`src/rtl/kronos_types.sv`:
```
// kronos_types
//   Shared types for the kronos instruction fetch path.
//   - ifetch_req_t : request bundle driven towards instruction memory (mem_req/mem_addr)
//   - ifetch_rsp_t : response bundle returned by instruction memory (mem_gnt/mem_rvalid/mem_rdata)
//   - next_word()  : sequential word address, wraps modulo 2^32
package kronos_types;

    typedef struct packed {
        logic        req;
        logic [31:0] addr;
    } ifetch_req_t;

    typedef struct packed {
        logic        gnt;
        logic        rvalid;
        logic [31:0] rdata;
    } ifetch_rsp_t;

    localparam logic [31:0] WORD_STEP = 32'd4;

    function automatic logic [31:0] next_word(input logic [31:0] pc);
        return pc + WORD_STEP;
    endfunction

endpackage

```
`src/rtl/kronos_prefetch_fifo.sv`:
```
// kronos_prefetch_fifo
//   DEPTH x 32 synchronous FIFO holding prefetched instruction words.
//   Ports:
//     clk, rstz     clock, asynchronous active-low reset
//     flush         drop all entries (wins over push/pop)
//     push, push_data
//     pop           remove head entry (caller guarantees count>0)
//     head_data     oldest entry, read straight from the storage registers
//     count         number of valid entries, 0..DEPTH
//   Push and pop together while full is legal: the write lands in the slot
//   the pop is vacating.
module kronos_prefetch_fifo #(
    parameter int DEPTH = 4,
    parameter int CW    = $clog2(DEPTH + 1)
) (
    input  logic          clk,
    input  logic          rstz,
    input  logic          flush,
    input  logic          push,
    input  logic [31:0]   push_data,
    input  logic          pop,
    output logic [31:0]   head_data,
    output logic [CW-1:0] count
);

    localparam int PW = $clog2(DEPTH);

    logic [31:0]   mem_q [DEPTH];
    logic [31:0]   mem_d [DEPTH];
    logic [PW-1:0] wr_ptr_q, wr_ptr_d;
    logic [PW-1:0] rd_ptr_q, rd_ptr_d;
    logic [CW-1:0] count_q, count_d;

    always_comb begin
        mem_d    = mem_q;
        wr_ptr_d = wr_ptr_q;
        rd_ptr_d = rd_ptr_q;
        count_d  = count_q;
        if (flush) begin
            wr_ptr_d = '0;
            rd_ptr_d = '0;
            count_d  = '0;
        end else begin
            if (push) begin
                mem_d[wr_ptr_q] = push_data;
                wr_ptr_d        = wr_ptr_q + PW'(1);
            end
            if (pop) begin
                rd_ptr_d = rd_ptr_q + PW'(1);
            end
            case ({push, pop})
                2'b10:   count_d = count_q + CW'(1);
                2'b01:   count_d = count_q - CW'(1);
                default: count_d = count_q;
            endcase
        end
    end

    always_ff @(posedge clk or negedge rstz) begin
        if (!rstz) begin
            for (int i = 0; i < DEPTH; i++) begin
                mem_q[i] <= '0;
            end
            wr_ptr_q <= '0;
            rd_ptr_q <= '0;
            count_q  <= '0;
        end else begin
            mem_q    <= mem_d;
            wr_ptr_q <= wr_ptr_d;
            rd_ptr_q <= rd_ptr_d;
            count_q  <= count_d;
        end
    end

    assign head_data = mem_q[rd_ptr_q];
    assign count     = count_q;

endmodule

```
`src/rtl/kronos_prefetch.sv`:
```
// kronos_prefetch
//   Instruction prefetch buffer between the core fetch port and a pipelined
//   instruction memory. Sequential words are requested ahead of the core and
//   buffered; a core request matching the buffer head is acked from the
//   buffer in the same cycle. A request for any other address redirects the
//   stream and marks every response still in flight as stale.
//   Ports:
//     clk, rstz                 clock, asynchronous active-low reset
//     instr_addr/instr_req      core fetch request (held until instr_ack)
//     instr_data/instr_ack      buffered word and its 1-cycle ack
//     mem_addr/mem_req          memory request (may drop before grant)
//     mem_gnt                   request accepted this cycle
//     mem_rdata/mem_rvalid      in-order response for oldest granted request
//   Handshakes: mem side transfers a request when mem_req & mem_gnt in the
//   same cycle; one response per grant arrives later with mem_rvalid. Core
//   side transfers when instr_ack is high; instr_ack depends only on core
//   inputs and registered state, never on mem_* inputs.
module kronos_prefetch
    import kronos_types::*;
#(
    parameter logic [31:0] BOOT_ADDR       = 32'h0,
    parameter int          DEPTH           = 4,
    parameter int          MAX_OUTSTANDING = 2
) (
    input  logic        clk,
    input  logic        rstz,
    input  logic [31:0] instr_addr,
    input  logic        instr_req,
    output logic [31:0] instr_data,
    output logic        instr_ack,
    output logic [31:0] mem_addr,
    output logic        mem_req,
    input  logic        mem_gnt,
    input  logic [31:0] mem_rdata,
    input  logic        mem_rvalid
);

    localparam int CW = $clog2(DEPTH + 1);
    localparam int OW = $clog2(MAX_OUTSTANDING + 1);

    ifetch_req_t   mem_o;
    ifetch_rsp_t   mem_i;

    logic [31:0]   head_pc_q, head_pc_d;
    logic [31:0]   fetch_pc_q, fetch_pc_d;
    logic [OW-1:0] inflight_q, inflight_d;
    logic [OW-1:0] drop_q, drop_d;

    logic [CW-1:0] fifo_count;
    logic [31:0]   fifo_head;
    logic          fifo_push;
    logic          fifo_flush;

    logic          head_match;
    logic          redirect;
    logic          hit;
    logic          rsp_fire;
    logic          gnt_fire;
    logic          issue;
    logic [31:0]   live;
    logic          credit_ok;

    assign mem_i = '{gnt: mem_gnt, rvalid: mem_rvalid, rdata: mem_rdata};

    always_comb begin
        head_match = (instr_addr == head_pc_q);
        redirect   = rstz & instr_req & ~head_match;
        hit        = rstz & instr_req & head_match & (fifo_count != '0);
        // A response with nothing outstanding is a memory protocol error; ignore it.
        rsp_fire   = mem_i.rvalid & (inflight_q != '0);
        // Only non-stale outstanding requests will ever occupy FIFO slots.
        live       = 32'(inflight_q) - 32'(drop_q);
        credit_ok  = (32'(fifo_count) + live) < 32'(DEPTH);
        issue      = rstz & ~redirect & credit_ok & (32'(inflight_q) < 32'(MAX_OUTSTANDING));
        gnt_fire   = issue & mem_i.gnt;
    end

    always_comb begin
        head_pc_d  = head_pc_q;
        fetch_pc_d = fetch_pc_q;
        inflight_d = inflight_q;
        drop_d     = drop_q;
        fifo_push  = 1'b0;
        fifo_flush = 1'b0;

        case ({gnt_fire, rsp_fire})
            2'b10:   inflight_d = inflight_q + OW'(1);
            2'b01:   inflight_d = inflight_q - OW'(1);
            default: inflight_d = inflight_q;
        endcase

        if (redirect) begin
            fifo_flush = 1'b1;
            head_pc_d  = instr_addr;
            fetch_pc_d = instr_addr;
            // Everything still outstanding after this cycle belongs to the old stream.
            drop_d     = rsp_fire ? (inflight_q - OW'(1)) : inflight_q;
        end else begin
            if (gnt_fire) begin
                fetch_pc_d = next_word(fetch_pc_q);
            end
            if (hit) begin
                head_pc_d = next_word(head_pc_q);
            end
            if (rsp_fire) begin
                if (drop_q != '0) begin
                    drop_d = drop_q - OW'(1);
                end else begin
                    fifo_push = 1'b1;
                end
            end
        end
    end

    always_ff @(posedge clk or negedge rstz) begin
        if (!rstz) begin
            head_pc_q  <= BOOT_ADDR;
            fetch_pc_q <= BOOT_ADDR;
            inflight_q <= '0;
            drop_q     <= '0;
        end else begin
            head_pc_q  <= head_pc_d;
            fetch_pc_q <= fetch_pc_d;
            inflight_q <= inflight_d;
            drop_q     <= drop_d;
        end
    end

    kronos_prefetch_fifo #(
        .DEPTH (DEPTH),
        .CW    (CW)
    ) u_fifo (
        .clk       (clk),
        .rstz      (rstz),
        .flush     (fifo_flush),
        .push      (fifo_push),
        .push_data (mem_i.rdata),
        .pop       (hit),
        .head_data (fifo_head),
        .count     (fifo_count)
    );

    assign mem_o.req  = issue;
    assign mem_o.addr = fetch_pc_q;
    assign mem_req    = mem_o.req;
    assign mem_addr   = mem_o.addr;
    assign instr_ack  = hit;
    assign instr_data = fifo_head;

    a_no_stray_rvalid : assert property (@(posedge clk) disable iff (!rstz)
        mem_rvalid |-> (inflight_q != '0));

endmodule

```
`config.mk`:
```
export PLATFORM = sky130hd
export DESIGN_NAME = kronos_prefetch
export DESIGN_NICKNAME = d
export VERILOG_FILES = /design/src/rtl/kronos_types.sv /design/src/rtl/kronos_prefetch_fifo.sv /design/src/rtl/kronos_prefetch.sv
export SDC_FILE = /design/constraint.sdc
export NUM_CORES = 1
export LEC_CHECK = 0
export CAP_MARGIN = 20
export CELL_PAD_IN_SITES_DETAIL_PLACEMENT = 0
export CELL_PAD_IN_SITES_GLOBAL_PLACEMENT = 1
export CORE_MARGIN = 2
export CORE_UTILIZATION = 48
export DETAILED_ROUTE_END_ITERATION = 10
export PLACE_DENSITY_LB_ADDON = 0.1
export SYNTH_ARGS = -nofsm -noshare
export SYNTH_HDL_FRONTEND = slang
export SYNTH_SLANG_ARGS = --single-unit
```
`constraint.sdc`:
```
create_clock -name clk -period 7.9 [get_ports clk]
set_clock_uncertainty 0.15 [all_clocks]
set_input_delay 1.58 -clock clk [delete_from_list [all_inputs] [get_ports clk]]
set_output_delay 1.58 -clock clk [all_outputs]
set_load 0.02 [all_outputs]
```
==> impl_metrics.env <==
export IMPL_dr_pass1_iters=5
export IMPL_wl_per_cell_um=20.4
export IMPL_grt_overflow=0
export IMPL_end_kind="output pin"
export IMPL_swShare_pct=30.5
export IMPL_vias=7408
export IMPL_worstSetupStartpoint="inflight_q[0]"
export IMPL_hold_buffers=0
export IMPL_area_growth_pct=22.3
export IMPL_drive_gt1_share_pct=21.4
export IMPL_synth_edf_count=0
export IMPL_combPwrFrac_pct=31.2
export IMPL_placed_area_um2=11900
export IMPL_numPortBuffers=134
export IMPL_async_flop_share_pct=100
export IMPL_grt_max_degree=108
export IMPL_clock_latency_ns=0.50
export IMPL_synthTopCellsByCount="201 x dfrtp_1, 117 x mux2_2, 56 x xor2_1, 52 x nand3_1"
export IMPL_drt_iter0_markers=369
export IMPL_initial_utilization_pct=49.1
export IMPL_grt_pass1_wl_um=42100
export IMPL_status="finished, final reports clean"
export IMPL_coreArea_um2=21100
export IMPL_cts_clk_slew_worst_paths_ns=0.06
export IMPL_hpwl_um=17800
export IMPL_yosys_warnings=0
export IMPL_cts_sinks=201
export IMPL_grt_pass1_vias=7845
export IMPL_num_rows=53
export IMPL_final_period_utilization_pct=75.3
export IMPL_clkPwrFrac_pct=28.9
export IMPL_dpl_worst_slack_ns=2.06
export IMPL_rr_startpoint="head_pc_q[7]"
export IMPL_hp_class="flip-flop to flip-flop"
export IMPL_avgSynthCellArea_um2=12.0
export IMPL_worstPathArrival_ns=4.22
export IMPL_rsz0062_at_grt="false"
export IMPL_final_antenna_net_count=0
export IMPL_fin_crit_ns=5.95
export IMPL_hold_ws_ns=0.334
export IMPL_drv_slew=0
export IMPL_tritoncts="done"
export IMPL_ys_seq_area_share_pct=48.6
export IMPL_drv_cap=0
export IMPL_clockRootBuffer="clkbuf_16"
export IMPL_crit_fanout=19
export IMPL_tns_ns=0
export IMPL_hold_viol=0
export IMPL_gp_congestion=0.886
export IMPL_min_from="u_fifo.mem_q[87]"
export IMPL_ys_types=59
export IMPL_wl_um=25800
export IMPL_tightest_slew_ns=0.994
export IMPL_drc=0
export IMPL_max_slew_margin_pct=33.7
export IMPL_vias_per_cell=5.86
export IMPL_synth_seq_cells=201
export IMPL_fmax_mhz=168
export IMPL_start_kind="flip-flop"
export IMPL_required_ns=6.17
export IMPL_total_power_w=0.00378
export IMPL_setup_viol=0
export IMPL_die_area_um2=22800
export IMPL_synth_top_area_share_pct=48.6
export IMPL_cts_resized=0
export IMPL_fp_dieW_um=151
export IMPL_synthTopCellsByArea="dfrtp_1 49%, mux2_2 13%, mux4_2 7.0%"
export IMPL_synth_nets=947
export IMPL_synth_area_leader_cell="dfrtp_1"
export IMPL_grtUsageTotal_pct=23.4
export IMPL_chipHeight_um=151
export IMPL_crit_type="flip-flop to output pin"
export IMPL_clock_path_buffers=3
export IMPL_p_int_w=0.00263
export IMPL_switchingPower_w=0.00115
export IMPL_share_seq_of_total_power_pct=39.9
export IMPL_cts_setup_buffers=0
export IMPL_syn_area_um2=10400
export IMPL_postSynthCellCount=863
export IMPL_powerDensity_nw_per_um2=299
export IMPL_synth_ff_type="dfrtp_1"
export IMPL_grt_antenna_before_repair=0
export IMPL_cts_buffers=23
export IMPL_fin_ws_ns=1.95
export IMPL_post_route_cell_area_um2=12700
export IMPL_ir_worst_vdd_mv=0.131
export IMPL_diodes=0
export IMPL_synth_most_common_cell="dfrtp_1"
export IMPL_h_tree_depth=1
export IMPL_final_nets=1059
export IMPL_leakage_nw=5.40
export IMPL_ioPinCount=135
-- placed cells by master (no fill, tap or decap), types with 5 or more instances in the layout --
cell type / count
dfrtp_1: 200
clkdlybuf4s50_1: 133
mux2_2: 117
xor2_1: 56
nand3_1: 52
nand2_1: 36
nor2_1: 35
mux4_2: 32
a21oi_1: 29
nand4_1: 24
clkbuf_16: 23
and3_1: 22
nor3_1: 20
o21ai_0: 18
inv_1: 17
mux2_1: 14
ha_1: 13
xnor2_1: 11
a211o_1: 10
and4_1: 10
buf_4: 10
nor4_1: 9
and2_1: 7
or3_1: 7
clkbuf_8: 6
mux2i_1: 5
o211ai_1: 5
-- worst max-delay path, cell delays in order, from the launching register on --
cell             delay [ns]
dfrtp_1                0.40
inv_1                  0.10
ha_1                   0.21
fa_1                   0.45
ha_1                   0.36
or3b_2                 0.45
a211o_1                0.29
nand2_1                0.50
and4_1                 0.33
clkdlybuf4s50_1        0.62
-- state kept, by name, summed over array words and instances, names as in the netlist --
signal and cells:
u_fifo.count 3, u_fifo.rd_ptr_q 2, u_fifo.mem_q 128, drop_q 2, head_pc_q 31, u_fifo.wr_ptr_q 2, inflight_q 2, mem_addr 31
-- final cells by class --
type / count / area, um2
timing repair buffer: 144 / 1420
multi-input combinational: 588 / 5020
fill: 1660 / 8420
sequential: 201 / 5030
tap: 275 / 344
clock inverter: 8 / 121
clock buffer: 32 / 659
inverter: 17 / 63.8
-- per-stage QoR --
stage,std cells,utilization (%)
6_report,1265,60.1
5_1_grt,1265,60.1
4_1_cts,1264,60.0
3_5_place_dp,1224,56.3
3_3_place_gp,1224,56.3
2_1_floorplan,863,-
-- power by group through the flow --
stage / logic, W / registers (W) / clock network (W)
after floorplan: 0.000747 / 0.00149 / 0
after global placement: 0.00115 / 0.00149 / 0
after detailed placement: 0.00119 / 0.00153 / 0
after CTS: 0.00119 / 0.00151 / 0.00111
after global routing: 0.00129 / 0.00155 / 0.00116
final: 0.00118 / 0.00151 / 0.00109
-- kinds of logic after synthesis --
kind of cell / after synthesis / share of synthesized area (%)
AND/OR/NAND/NOR: 248 / 13.1
flip-flops: 201 / 48.6
multiplexers: 168 / 21.7
AO/OA/AOI/OAI: 90 / 5.89
buffers and inverters: 74 / 3.07
XOR/XNOR: 67 / 5.67
adder cells (fa/ha/maj): 15 / 1.96
-- final timing paths --
| check | end | slack (ns) | cells after the start |
|---|---|---|---|
| max | mem_req | 1.95 | 9 |
| min | u_fifo.mem_q[87] | 0.33 | 1 |
| max reg2reg | u_fifo.mem_q[2] | 3.84 | 7 |
| min reg2reg | u_fifo.mem_q[87] | 0.33 | 1 |
| max in group asynchronous | u_fifo.rd_ptr_q[0] | 5.36 | 2 |
| min in group asynchronous | u_fifo.mem_q[79] | 1.03 | 1 |
-- routing by layer --
metal | part of all wire, % | GRT usage (%) | vias up | wire length [um]
li1 | - | - | 3387 | -
met1 | 44 | 32.3 | 3773 | 11400
met2 | 49 | 39.9 | 215 | 12600
met3 | 5.1 | 2.83 | 33 | 1310
met4 | 1.6 | 5.56 | 0 | 425
met5 | 0 | 0 | - | 0
(Power assumes the default switching activity.)
